[config.mk]
export PLATFORM = sky130hd
export DESIGN_NAME = vectored_interrupt_controller
export DESIGN_NICKNAME = d
export VERILOG_FILES = /design/src/rtl/vectored_interrupt_controller.sv
export SDC_FILE = /design/constraint.sdc
export NUM_CORES = 1
export LEC_CHECK = 0
export BUFFER_PORTS_ARGS = -buffer_cell sky130_fd_sc_hd__buf_2
export CORE_ASPECT_RATIO = 1.25
export CORE_MARGIN = 5
export CORE_UTILIZATION = 50
export DETAILED_ROUTE_END_ITERATION = 8
export GPL_TIMING_DRIVEN = 0
export HOLD_SLACK_MARGIN = 0.03
export PLACE_DENSITY = 0.85
export SLEW_MARGIN = 30
export SYNTH_ARGS = -nofsm -noshare
export SYNTH_HDL_FRONTEND = slang
export SYNTH_SLANG_ARGS = --single-unit
[constraint.sdc]
create_clock -name clk -period 2.9 [get_ports clk]
set_input_delay 0.145 -clock clk [delete_from_list [all_inputs] [get_ports clk]]
set_output_delay 0.145 -clock clk [all_outputs]
set_load 0.01 [all_outputs]
[src/rtl/vectored_interrupt_controller.sv]
// Multi-source vectored interrupt controller: edge capture, mask, priority, ISR sequencing.
// Optional INTC_VECTORED_EN gives per-source isr_vector; otherwise every source enters at VEC_BASE.
module vectored_interrupt_controller #(
  parameter int NUM_SRC    = 4,
  parameter int PC_W       = 12,
  parameter int START_CYC  = 5,
  parameter int END_CYC    = 3,
  parameter int VEC_BASE   = 0,
  parameter int VEC_STRIDE = 16,
  localparam int AW = (NUM_SRC > 1) ? $clog2(NUM_SRC) : 1
) (
  input  logic               clk,
  input  logic               nrst,
  input  logic               stall,
  input  logic [PC_W-1:0]    if_pcnew,
  input  logic [PC_W-1:0]    if_PC,
  input  logic [6:0]         exe_opcode,
  input  logic [NUM_SRC-1:0] int_sig,
  input  logic               mask_we,
  input  logic [NUM_SRC-1:0] mask_wdata,
  input  logic               if_prediction,
  input  logic               id_jump_in_bht,
  input  logic               id_sel_pc,
  input  logic [1:0]         exe_correction,
  output logic               ISR_PC_flush,
  output logic               ISR_pipe_flush,
  output logic               sel_ISR,
  output logic               ret_ISR,
  output logic               ISR_running,
  output logic [PC_W-1:0]    save_PC,
  output logic [PC_W-1:0]    isr_vector,
  output logic [AW-1:0]      active_id,
  output logic [NUM_SRC-1:0] pending,
  output logic [NUM_SRC-1:0] mask
);

  localparam logic [6:0] OPC_URET = 7'b1110011;

  typedef enum logic [1:0] {
    S_IDLE,
    S_START,
    S_RUN,
    S_END
  } state_t;

  state_t state, state_n;

  logic [2:0]         cnt, cnt_n;
  logic [NUM_SRC-1:0] hist;
  logic [NUM_SRC-1:0] cand;
  logic [NUM_SRC-1:0] clr;
  logic [NUM_SRC-1:0] pending_n;
  logic [AW-1:0]      win;
  logic [PC_W-1:0]    vec_n;
  logic               hit;
  logic               accept;
  logic               uret;
  logic               seq;
  logic               pc_match;
  logic               cnt_ge2;
  logic               brch;
  logic               sel_n;
  logic               ret_n;
  logic               run_n;

  assign cand = pending & mask;
  assign uret = (exe_opcode == OPC_URET);
  assign brch = (|exe_correction) | if_prediction
              | (id_sel_pc & ~id_jump_in_bht);

`ifdef INTC_VECTORED_EN
  assign vec_n = PC_W'(VEC_BASE + int'(win) * VEC_STRIDE);
`else
  assign vec_n = PC_W'(VEC_BASE);
`endif

  // Lowest-index enabled pending source wins.
  always_comb begin
    hit = 1'b0;
    win = '0;
    for (int i = NUM_SRC - 1; i >= 0; i--) begin
      if (cand[i]) begin
        hit = 1'b1;
        win = AW'(i);
      end
    end
  end

  // Pending update: new rising edges beat the acceptance clear.
  always_comb begin
    clr = '0;
    if (accept) clr[win] = 1'b1;
    pending_n = (pending & ~clr) | (int_sig & ~hist);
  end

  // Sequencer next state; stall freezes every transition.
  always_comb begin
    state_n = state;
    cnt_n   = cnt;
    sel_n   = sel_ISR;
    ret_n   = ret_ISR;
    run_n   = ISR_running;
    accept  = 1'b0;
    if (!stall) begin
      unique case (state)
        S_IDLE: begin
          if (hit) begin
            accept  = 1'b1;
            state_n = S_START;
            cnt_n   = 3'd1;
          end
        end
        S_START: begin
          if (cnt == 3'(START_CYC)) begin
            state_n = S_RUN;
            cnt_n   = 3'd0;
            sel_n   = 1'b1;
            run_n   = 1'b1;
          end else begin
            cnt_n = cnt + 3'd1;
          end
        end
        S_RUN: begin
          if (uret) begin
            state_n = S_END;
            cnt_n   = 3'd1;
            ret_n   = 1'b1;
            sel_n   = 1'b0;
          end
        end
        S_END: begin
          if (cnt == 3'(END_CYC)) begin
            state_n = S_IDLE;
            cnt_n   = 3'd0;
            ret_n   = 1'b0;
            run_n   = 1'b0;
          end else begin
            cnt_n = cnt + 3'd1;
          end
        end
        default: state_n = S_IDLE;
      endcase
    end
  end

  // Flushes only during entry/exit sequences or a URET seen by the ISR.
  always_comb begin
    seq = (state == S_START) || (state == S_END)
       || ((state == S_RUN) && uret);
    pc_match = (save_PC == if_PC);
    cnt_ge2  = (cnt >= 3'd2);
    ISR_PC_flush = !stall && seq && !ret_ISR
                && (cnt_ge2 || pc_match);
    ISR_pipe_flush = !stall && seq
                  && ((cnt_ge2 && !ret_ISR) || ret_ISR || pc_match);
  end

  // Sequencer state and status registers.
  always_ff @(posedge clk) begin
    if (!nrst) begin
      state       <= S_IDLE;
      cnt         <= 3'd0;
      sel_ISR     <= 1'b0;
      ret_ISR     <= 1'b0;
      ISR_running <= 1'b0;
    end else begin
      state       <= state_n;
      cnt         <= cnt_n;
      sel_ISR     <= sel_n;
      ret_ISR     <= ret_n;
      ISR_running <= run_n;
    end
  end

  // Edge history, pending and mask keep running through stalls.
  always_ff @(posedge clk) begin
    if (!nrst) begin
      hist    <= '0;
      pending <= '0;
      mask    <= '1;
    end else begin
      hist    <= int_sig;
      pending <= pending_n;
      if (mask_we) mask <= mask_wdata;
    end
  end

  // Latch the serviced source, its entry vector and the return PC.
  always_ff @(posedge clk) begin
    if (!nrst) begin
      active_id  <= '0;
      isr_vector <= '0;
      save_PC    <= '0;
    end else begin
      if (accept) begin
        active_id  <= win;
        isr_vector <= vec_n;
      end
      if (state == S_START && (cnt == 3'd1 || brch))
        save_PC <= if_pcnew;
    end
  end

endmodule

==> impl_results.md, run 1 <==
* Seq/Total Area, Yosys at 36.49%
* Die area at 5060 µm²
* Crit end category: primary output
* Drt pass-1 iters at 4
* Routed vias/inst at 5.109
* Synth cell types at 37
* Setup TNS at 0 ns
* Synth Register Bits at 34
* Clock Latency Late Sink at 0.28 ns
* # resized after CTS at 0
* Diode count at 0
* VDD IR max at 406.1 µV
* Port-buffer cells at 73
* CP startpoint kind: flip-flop
* WHS Path Cells at 2
* Hold_buf cts at 0
* PwrDens at 568.2 nW/µm²
* Post-synth ARST share at 0%
* Share of layout cells above drive strength 1 at 35.17%
* Ports at 87
* DR DRC count at 0
* Clk slew on worst S/H paths at 0.07 ns
* Setup Skew at 0.002850 ns
* Hold Vio Cnt, Final at 0
* MaxCap Viol Count at 0
* Worst path required time at 2.76 ns
* Worst EP arrival at 1.99 ns
* Die height at 78.29 µm
* Tcrit/Tclk final at 73.58%
* First-pass GRT wire length at 7010 µm
* Die width at 64.64 µm
* Slew Viols, Final at 0
* Via Count at 1,681
* Drt wl/cell at 12.84 µm
* Final WL at 4224 µm
* EDFF count, synth at 0
* Initial Util at 52.65%
* Initial antenna violation count at 0
* Max Fclk at 0.4687 GHz
* Area grow syn2layout at 30.45%
* Drt first-iter violations at 55
* Site Rows at 24
* Class of the worst hold path: in2reg
* Area contributors post-synth: dfxtp_1, mux2i_1, ha_1
* Core ar. at 3543 µm²
* Unrepaired setup endpoints after global routing: no
* Largest net degree at the start of global routing at 11
* Vias in the first global route at 1,668
* CTS tree: done
* # Post-CTS Setup Buffers at 0
* Overall Global Routing Usage at 17.07%
* Synth Area per Inst at 9.375 µm²
* Critical path class: reg2out
* Top_reg_cell synth: dfxtp_1
* Cells after Synth at 199
* Min cycle time layout at 2.134 ns
* Clock sinks at 34
* Total grt overflow at 0
* Final Non-Filler Cells at 329
* Status: finished, final reports clean
* TritonCTS buffer count at 5
* H-tree Lvls at 2
* Synth area leader: dfxtp_1
* Root buf cell: clkbuf_8
* Leak at 1.224 nW
* DP Cell Count at 322
* Reg2reg path depth at 6
* Clock buffer depth at 2
* Syn. warnings at 0
* Maximum fanout along the worst path at 4
* Post-detail-place hpwl at 3499 µm
* Yosys top cell area share at 36.49%
* Post-Syn Area at 1866 µm²
* Post-route ant nets at 0
* Fin nets at 347
* GPL Wtd Cong at 0.8726
* Setup Viol. Count Final at 0
[metrics by stage]
step / total power (W) / cell area (µm²) / hold WS (ns) / utilization [%] / worst slack [ns]
after global placement: 0.0009439 / 2321 / 0.3604 / 65.50 / 1.088
after detailed placement: 0.0009560 / 2321 / 0.3632 / 65.50 / 1.084
after CTS: 0.001397 / 2434 / 0.06267 / 68.68 / 0.7612
final: 0.001383 / 2434 / 0.07271 / 68.68 / 0.7662
after global routing: 0.001457 / 2434 / 0.06632 / 68.68 / 0.6635
after floorplan: 0.0008352 / 1907 / 0.2667 / - / 1.223
[kinds of logic after synthesis]
family / synth area share, %
buf+inv: 8.451
compound gates: 14.96
fa+ha+maj: 6.036
other cells: 0.2010
mux: 9.121
flops: 36.49
simple gates: 19.11
xor+xnor: 5.634
[path summary, 6_finish.rpt]
path	startpoint	endpoint	slack, ns
max	state[0]	ISR_PC_flush	0.77
min reg2reg	active_id[1]	active_id[1]	0.45
min	int_sig[0]	hist[0]	0.07
max reg2reg	state[1]	state[0]	1.11
[cell usage in the layout, fill, tap and decap left out, drive strengths merged, types with 6 or more instances in the layout]
master,synthesis,routed
a21oi,10,10
conb,1,12
nor2,21,21
inv,10,10
ha,9,9
clkbuf,4,10
dfxtp,34,34
nand2,12,12
mux2i,17,17
buf,13,86
nand2b,6,6
and2,6,6
xnor2,12,12
[final cells by class]
cell class              instances  area (µm²)
fillers                       296        1110
multi-input cells             149        1069
flip-flops and latches         34       680.7
repair buffers                 73       365.4
plain buffers                  17       120.1
clock buffers                   6       82.58
well taps                      39       48.80
inverters                      10       37.54
clock inverters                 1       30.03
[layer usage]
| metal | GRT usage, % | vias up | wire, µm |
|---|---|---|---|
| met2 | 31.30 | 79 | 2092 |
| met3 | 4.571 | 6 | 403 |
| li1 | - | 845 | - |
| met5 | 0 | - | 0 |
| met4 | 5.708 | 0 | 56 |
| met1 | 18.82 | 751 | 1672 |
[flip-flops by register name, indices dropped and copies added (netlist names)]
signal and cells:
mask 4, state 2, pending 4, ret_ISR 1, save_PC 12, hist 4
active_id 2, cnt 3, sel_ISR 1, ISR_running 1
[synthesized netlist by cell type, drive strengths merged (6+ instances only)]
library cell	instances
ha	9
dfxtp	34
a21oi	10
buf	13
inv	10
nand2b	6
nor2	21
and2	6
xnor2	12
mux2i	17
nand2	12
[critical path: stages (launching register included)]
cell       delay, ns
dfxtp_1         0.34
inv_1           0.11
ha_1            0.26
or4b_4          0.53
a2111oi_4       0.30
buf_2           0.18
[power breakdown]
group | leakage [nW] | switching (W) | internal, W | total (W)
registers | 0.280 | 0.0000439 | 0.000515 | 0.000559
logic | 0.887 | 0.000198 | 0.000188 | 0.000387
clock network | 0.0573 | 0.000162 | 0.000275 | 0.000437
total | 1.22 | 0.000404 | 0.000978 | 0.00138
No activity file was read; power rests on OpenSTA's default activity.
==> run 2: changes to the inputs <==
--- a/config.mk
+++ b/config.mk
@@ -8,11 +8,11 @@
 export BUFFER_PORTS_ARGS = -buffer_cell sky130_fd_sc_hd__buf_2
 export CORE_ASPECT_RATIO = 1.25
 export CORE_MARGIN = 5
-export CORE_UTILIZATION = 50
+export CORE_UTILIZATION = 42
 export DETAILED_ROUTE_END_ITERATION = 8
 export GPL_TIMING_DRIVEN = 0
 export HOLD_SLACK_MARGIN = 0.03
-export PLACE_DENSITY = 0.85
+export PLACE_DENSITY = 0.76
 export SLEW_MARGIN = 30
 export SYNTH_ARGS = -nofsm -noshare
 export SYNTH_HDL_FRONTEND = slang
==> constraint.sdc (replaced) <==
create_clock -name clk -period 1.7 [get_ports clk]
set_input_delay 0.085 -clock clk [delete_from_list [all_inputs] [get_ports clk]]
set_output_delay 0.085 -clock clk [all_outputs]
set_load 0.01 [all_outputs]
==> impl_results.md, run 2 (synthesized netlist as in run 1, its figures left out) <==
* Final Non-Filler Cells at 374
* Leak at 1.366 nW
* Clock power frac at 25.7%
* M1 wire length at 1671 µm
* Die height at 84.52 µm
* First-pass GRT wire length at 8059 µm
* Status: finished, violations left
* Crit end category: primary output
* MaxCap Viol Count at 0
* Routed vias/inst at 4.757
* Setup Skew at 0.005836 ns
* Class of the worst hold path: in2reg
* Slew Viols, Final at 0
* Drt wl/cell at 12.74 µm
* Reg with most FFs: save_PC
* CTS tree: done
* Die area at 5883 µm²
* Max reg flops at 12
* Post-detail-place hpwl at 3469 µm
* Setup Viol. Count Final at 2
* PwrDens at 854.9 nW/µm²
* Hold Vio Cnt, Final at 0
* CP startpoint kind: flip-flop
* DR DRC count at 0
* Ports at 87
* Final WL at 4763 µm
* Total grt overflow at 0
* Combinational group share of total power at 34.0%
* Worst EP arrival at 1.80 ns
* Clock buffer depth at 2
* Multi-input logic area at 1175 µm²
* Flop pwr share at 40.3%
* Drt pass-1 iters at 5
* Pint at 0.001651 W
* Port-buffer cells at 73
* Min cycle time layout at 1.885 ns
* Worst path required time at 1.62 ns
* Initial antenna violation count at 0
* Area grow syn2layout at 51.24%
* Final setup margin at -0.1853 ns
* TritonCTS buffer count at 5
* Post-route ant nets at 0
* DP Cell Count at 341
* Clk slew on worst S/H paths at 0.07 ns
* Maximum fanout along the worst path at 3
* WHS Path Cells at 3
* Tcrit/Tclk final at 110.9%
* Max layer used: met4
* Post-Place Setup Slack at -0.1469 ns
* Unrepaired setup endpoints after global routing: yes
* Drt first-iter violations at 45
* Max Fclk at 0.5304 GHz
* Failing checks: setup timing
* Seq. cell area at 703.2 µm²
* Vias in the first global route at 1,890
* Metal2 WL at 2532 µm
* Initial Util at 42.81%
* Least-Margin Pin Slew at 0.5158 ns
* Clock Latency Late Sink at 0.29 ns
* Via Count at 1,779
* Layout fillers at 369
* Largest net degree at the start of global routing at 12
* H-tree Lvls at 2
* Fin nets at 372
* Slew HR at 65.61%
* Overall Global Routing Usage at 16.64%
* Root buf cell: clkbuf_8
* GPL Wtd Cong at 0.8368
* Clock sinks at 34
* Diode count at 0
* Die width at 69.61 µm
* VDD IR max at 529.7 µV
* Reg2reg path depth at 6
* Core ar. at 4358 µm²
* Commonest non-fill, non-tap cell in the layout: buf_2
* Critical path class: reg2out
* Share of layout cells above drive strength 1 at 43.99%
* Sw frac at 31.56%
* Site Rows at 27
* Switching power at 0.0007612 W
* Commonest cells after routing, fill and taps aside: buf_2, nor2_1, dfxtp_1
* Met3 wire length at 499 µm
## run 2: layer usage
metal,vias to the layer above,track usage (%)
met5,-,0
met4,0,5.052
met3,6,7.305
met2,79,31.42
met1,799,16.18
li1,895,-
## run 2: metrics by stage
| stage | hold WS [ns] | util [%] | setup TNS (ns) | instance area [µm²] | power, W |
|---|---|---|---|---|---|
| CTS | 0.03021 | 61.99 | -0.4066 | 2701 | 0.002351 |
| detailed placement | 0.3032 | 53.80 | -0.7842 | 2345 | 0.001632 |
| finish | 0.04665 | 64.74 | -0.3325 | 2821 | 0.002412 |
| global route | 0.07155 | 64.74 | -0.5827 | 2821 | 0.002554 |
| global placement | 0.3011 | 53.80 | -0.2924 | 2345 | 0.001615 |
| floorplan | 0.1988 | - | 0 | 1907 | 0.001425 |
## run 2: final cells by class
class / instances / area share [%]
buffer: 17 / 4.257
clock buffer: 6 / 2.927
clock inverter: 2 / 0.4435
inverter: 10 / 1.330
multi-input combinational: 149 / 41.64
sequential: 34 / 24.92
tap: 58 / 2.572
timing repair buffer: 98 / 21.91
## run 2: what timing repair did
item | in CTS | in global routing
buffers inserted | 4 | 1
endpoints found under the setup margin | 13 | 15
resized for setup | 16 | 21
hold buffers | 19 | 0
endpoints found under the hold margin | 19 | 0
cloned | 0 | 1
pin swaps | 8 | 9
## run 2: critical path, stage by stage (launching register included)
cell and delay (ns):
dfxtp_2 0.32, inv_2 0.07, ha_4 0.13, or4b_4 0.50, a2111oi_4 0.31, buf_2 0.19
## run 2: path summary, 6_finish.rpt
| check | from | slack (ns) | to |
|---|---|---|---|
| min | if_pcnew[5] | 0.05 | save_PC[5] |
| max | state[0] | -0.19 | ISR_PC_flush |
| min reg2reg | active_id[1] | 0.45 | active_id[1] |
| max reg2reg | cnt[0] | 0.03 | state[0] |
## run 2: power by group through the flow
| stage | Sequential [W] | Clock [W] | Combinational [W] |
|---|---|---|---|
| floorplan | 0.000985 | 0 | 0.000440 |
| global route | 0.000982 | 0.000673 | 0.000899 |
| detailed placement | 0.000967 | 0 | 0.000665 |
| finish | 0.000972 | 0.000619 | 0.000821 |
| CTS | 0.000958 | 0.000650 | 0.000743 |
| global placement | 0.000965 | 0 | 0.000650 |
==> run 3: changes to the inputs <==
--- a/config.mk
+++ b/config.mk
@@ -5,14 +5,14 @@
 export SDC_FILE = /design/constraint.sdc
 export NUM_CORES = 1
 export LEC_CHECK = 0
-export BUFFER_PORTS_ARGS = -buffer_cell sky130_fd_sc_hd__buf_2
 export CORE_ASPECT_RATIO = 1.25
 export CORE_MARGIN = 5
-export CORE_UTILIZATION = 42
+export CORE_UTILIZATION = 56
 export DETAILED_ROUTE_END_ITERATION = 8
+export DONT_BUFFER_PORTS = 1
 export GPL_TIMING_DRIVEN = 0
 export HOLD_SLACK_MARGIN = 0.03
-export PLACE_DENSITY = 0.76
+export PLACE_DENSITY = 0.74
 export SLEW_MARGIN = 30
 export SYNTH_ARGS = -nofsm -noshare
 export SYNTH_HDL_FRONTEND = slang
==> impl_results.md, run 3 (synthesized netlist as in run 1, its figures left out) <==
* Drt pass-1 iters at 4
* Critical path class: reg2out
* DP Cell Count at 247
* Clock sinks at 34
* MaxCap Viol Count at 0
* Port-buffer cells at 0
* Critical-path cell list: inv_2 > ha_4 > or4b_4 > a2111oi_4
* Setup Skew at 0.005103 ns
* Final setup margin at -0.07890 ns
* Leak at 1.084 nW
* Routed vias/inst at 5.847
* GPL Wtd Cong at 0.8039
* CP startpoint kind: flip-flop
* Drt first-iter violations at 103
* Die width at 61.63 µm
* WHS Path Cells at 2
* CTS tree: done
* Non-Filler Cell Area, Final at 2480 µm²
* Diode count at 0
* Via Count at 1,643
* Finished Core Util at 76.94%
* H-tree Lvls at 2
* Unrepaired setup endpoints after global routing: yes
* Drt wl/cell at 18.90 µm
* Initial Util at 57.88%
* DR DRC count at 0
* Fin nets at 300
* Commonest cells after routing, fill and taps aside: nor2_1, dlygate4sd3_1, dfxtp_1
* Vias in the first global route at 1,695
* Post-detail-place hpwl at 3460 µm
* First-pass GRT wire length at 7555 µm
* Setup TNS at -0.1522 ns
* Maximum fanout along the worst path at 3
* Max Fclk at 0.5621 GHz
* Crit end category: primary output
* Core ar. at 3223 µm²
* Reg with most FFs: save_PC
* Final WL at 5310 µm
* Site Rows at 23
* RR Endpoint: state[0]
* PwrDens at 990.4 nW/µm²
* Post-route ant nets at 0
* Reg2reg path depth at 6
* Final Non-Filler Cells at 281
* Setup Viol. Count Final at 2
* Tcrit/Tclk final at 104.6%
* Area grow syn2layout at 32.93%
* TritonCTS buffer count at 5
* Reg-to-Reg Start: cnt[0]
* Dpl cell area at 1953 µm²
* VDD IR max at 982.3 µV
* Min cycle time layout at 1.779 ns
* Largest net degree at the start of global routing at 11
* Failing checks: setup timing
* Root buf cell: clkbuf_8
* Overall Global Routing Usage at 21.95%
* Total power at 0.002456 W
* Die height at 74.53 µm
* Clk slew on worst S/H paths at 0.07 ns
* Max stage delay cell, worst path: or4b_4
* Clock Latency Late Sink at 0.28 ns
* Worst path max stage delay at 0.51 ns
* Layout fillers at 199
* Hold Vio Cnt, Final at 0
* Die area at 4593 µm²
* Class of the worst hold path: in2reg
* Max reg flops at 12
* Slew Viols, Final at 0
* Share of layout cells above drive strength 1 at 26.64%
* Initial antenna violation count at 0
* Clock buffer depth at 2
* Worst path required time at 1.62 ns
* Worst EP arrival at 1.69 ns
* R2r setup slk at 0.02 ns
* Ports at 87
* Hold path endpoint: sel_ISR
* Status: finished, violations left
* Hold Path Origin: stall
* Total grt overflow at 0
## run 3: layout make-up
cell class | instances | area, µm² | area share, %
plain buffers | 17 | 120.1 | 4.844
clock buffers | 7 | 76.32 | 3.078
clock inverters | 1 | 30.03 | 1.211
inverters | 10 | 37.54 | 1.514
multi-input cells | 149 | 1189 | 47.93
flip-flops and latches | 34 | 715.7 | 28.86
well taps | 37 | 46.29 | 1.867
repair buffers | 26 | 265.3 | 10.70
## run 3: repair_timing
action                     in CTS  in global routing
setup endpoints to repair      13                 13
pin swaps                       4                  7
buffers inserted                3                  1
cloned                          0                  1
hold buffers                   21                  0
hold endpoints to repair       26                  0
gates resized for setup        16                 27
## run 3: worst max path at each step
stage / slack [ns] / endpoint / from / depth (start not counted)
floorplan: 0.08 / ISR_pipe_flush / state[0] / 4
global placement: -0.05 / ISR_pipe_flush / state[0] / 4
detailed placement: -0.08 / ISR_pipe_flush / state[0] / 4
CTS: -0.12 / ISR_PC_flush / state[1] / 3
global route: -0.14 / ISR_pipe_flush / save_PC[6] / 4
finish: -0.08 / ISR_PC_flush / state[0] / 4
## run 3: metrics by stage
stage	hold WS [ns]	setup slack, ns
final	0.05061	-0.07890
after global routing	0.04955	-0.1427
after CTS	0.04353	-0.1221
after detailed placement	0.2028	-0.08358
after global placement	0.2033	-0.04999
after floorplan	0.1988	0.08250
## run 3: report_power, final
group | internal (W) | total (W) | switching [W]
sequential | 0.000889 | 0.00102 | 0.000129
combinational | 0.000364 | 0.000702 | 0.000339
clock | 0.000439 | 0.000735 | 0.000297
total | 0.00169 | 0.00246 | 0.000764
## run 3: critical path, delay by kind of cell (launching register included)
| kind | cells | cell delay (ns) |
|---|---|---|
| AO/OA/AOI/OAI | 1 | 0.38 |
| adder cells (fa/ha/maj) | 1 | 0.13 |
| buffers and inverters | 1 | 0.07 |
| flip-flops | 1 | 0.33 |
| AND/OR/NAND/NOR | 1 | 0.51 |
## run 3: metal layers
metal	up-vias	track usage, %	routed length (µm)
met4	0	9.670	208
met3	21	7.292	462
met1	769	20.61	1715
met5	-	0	0
li1	759	-	-
met2	94	41.44	2923
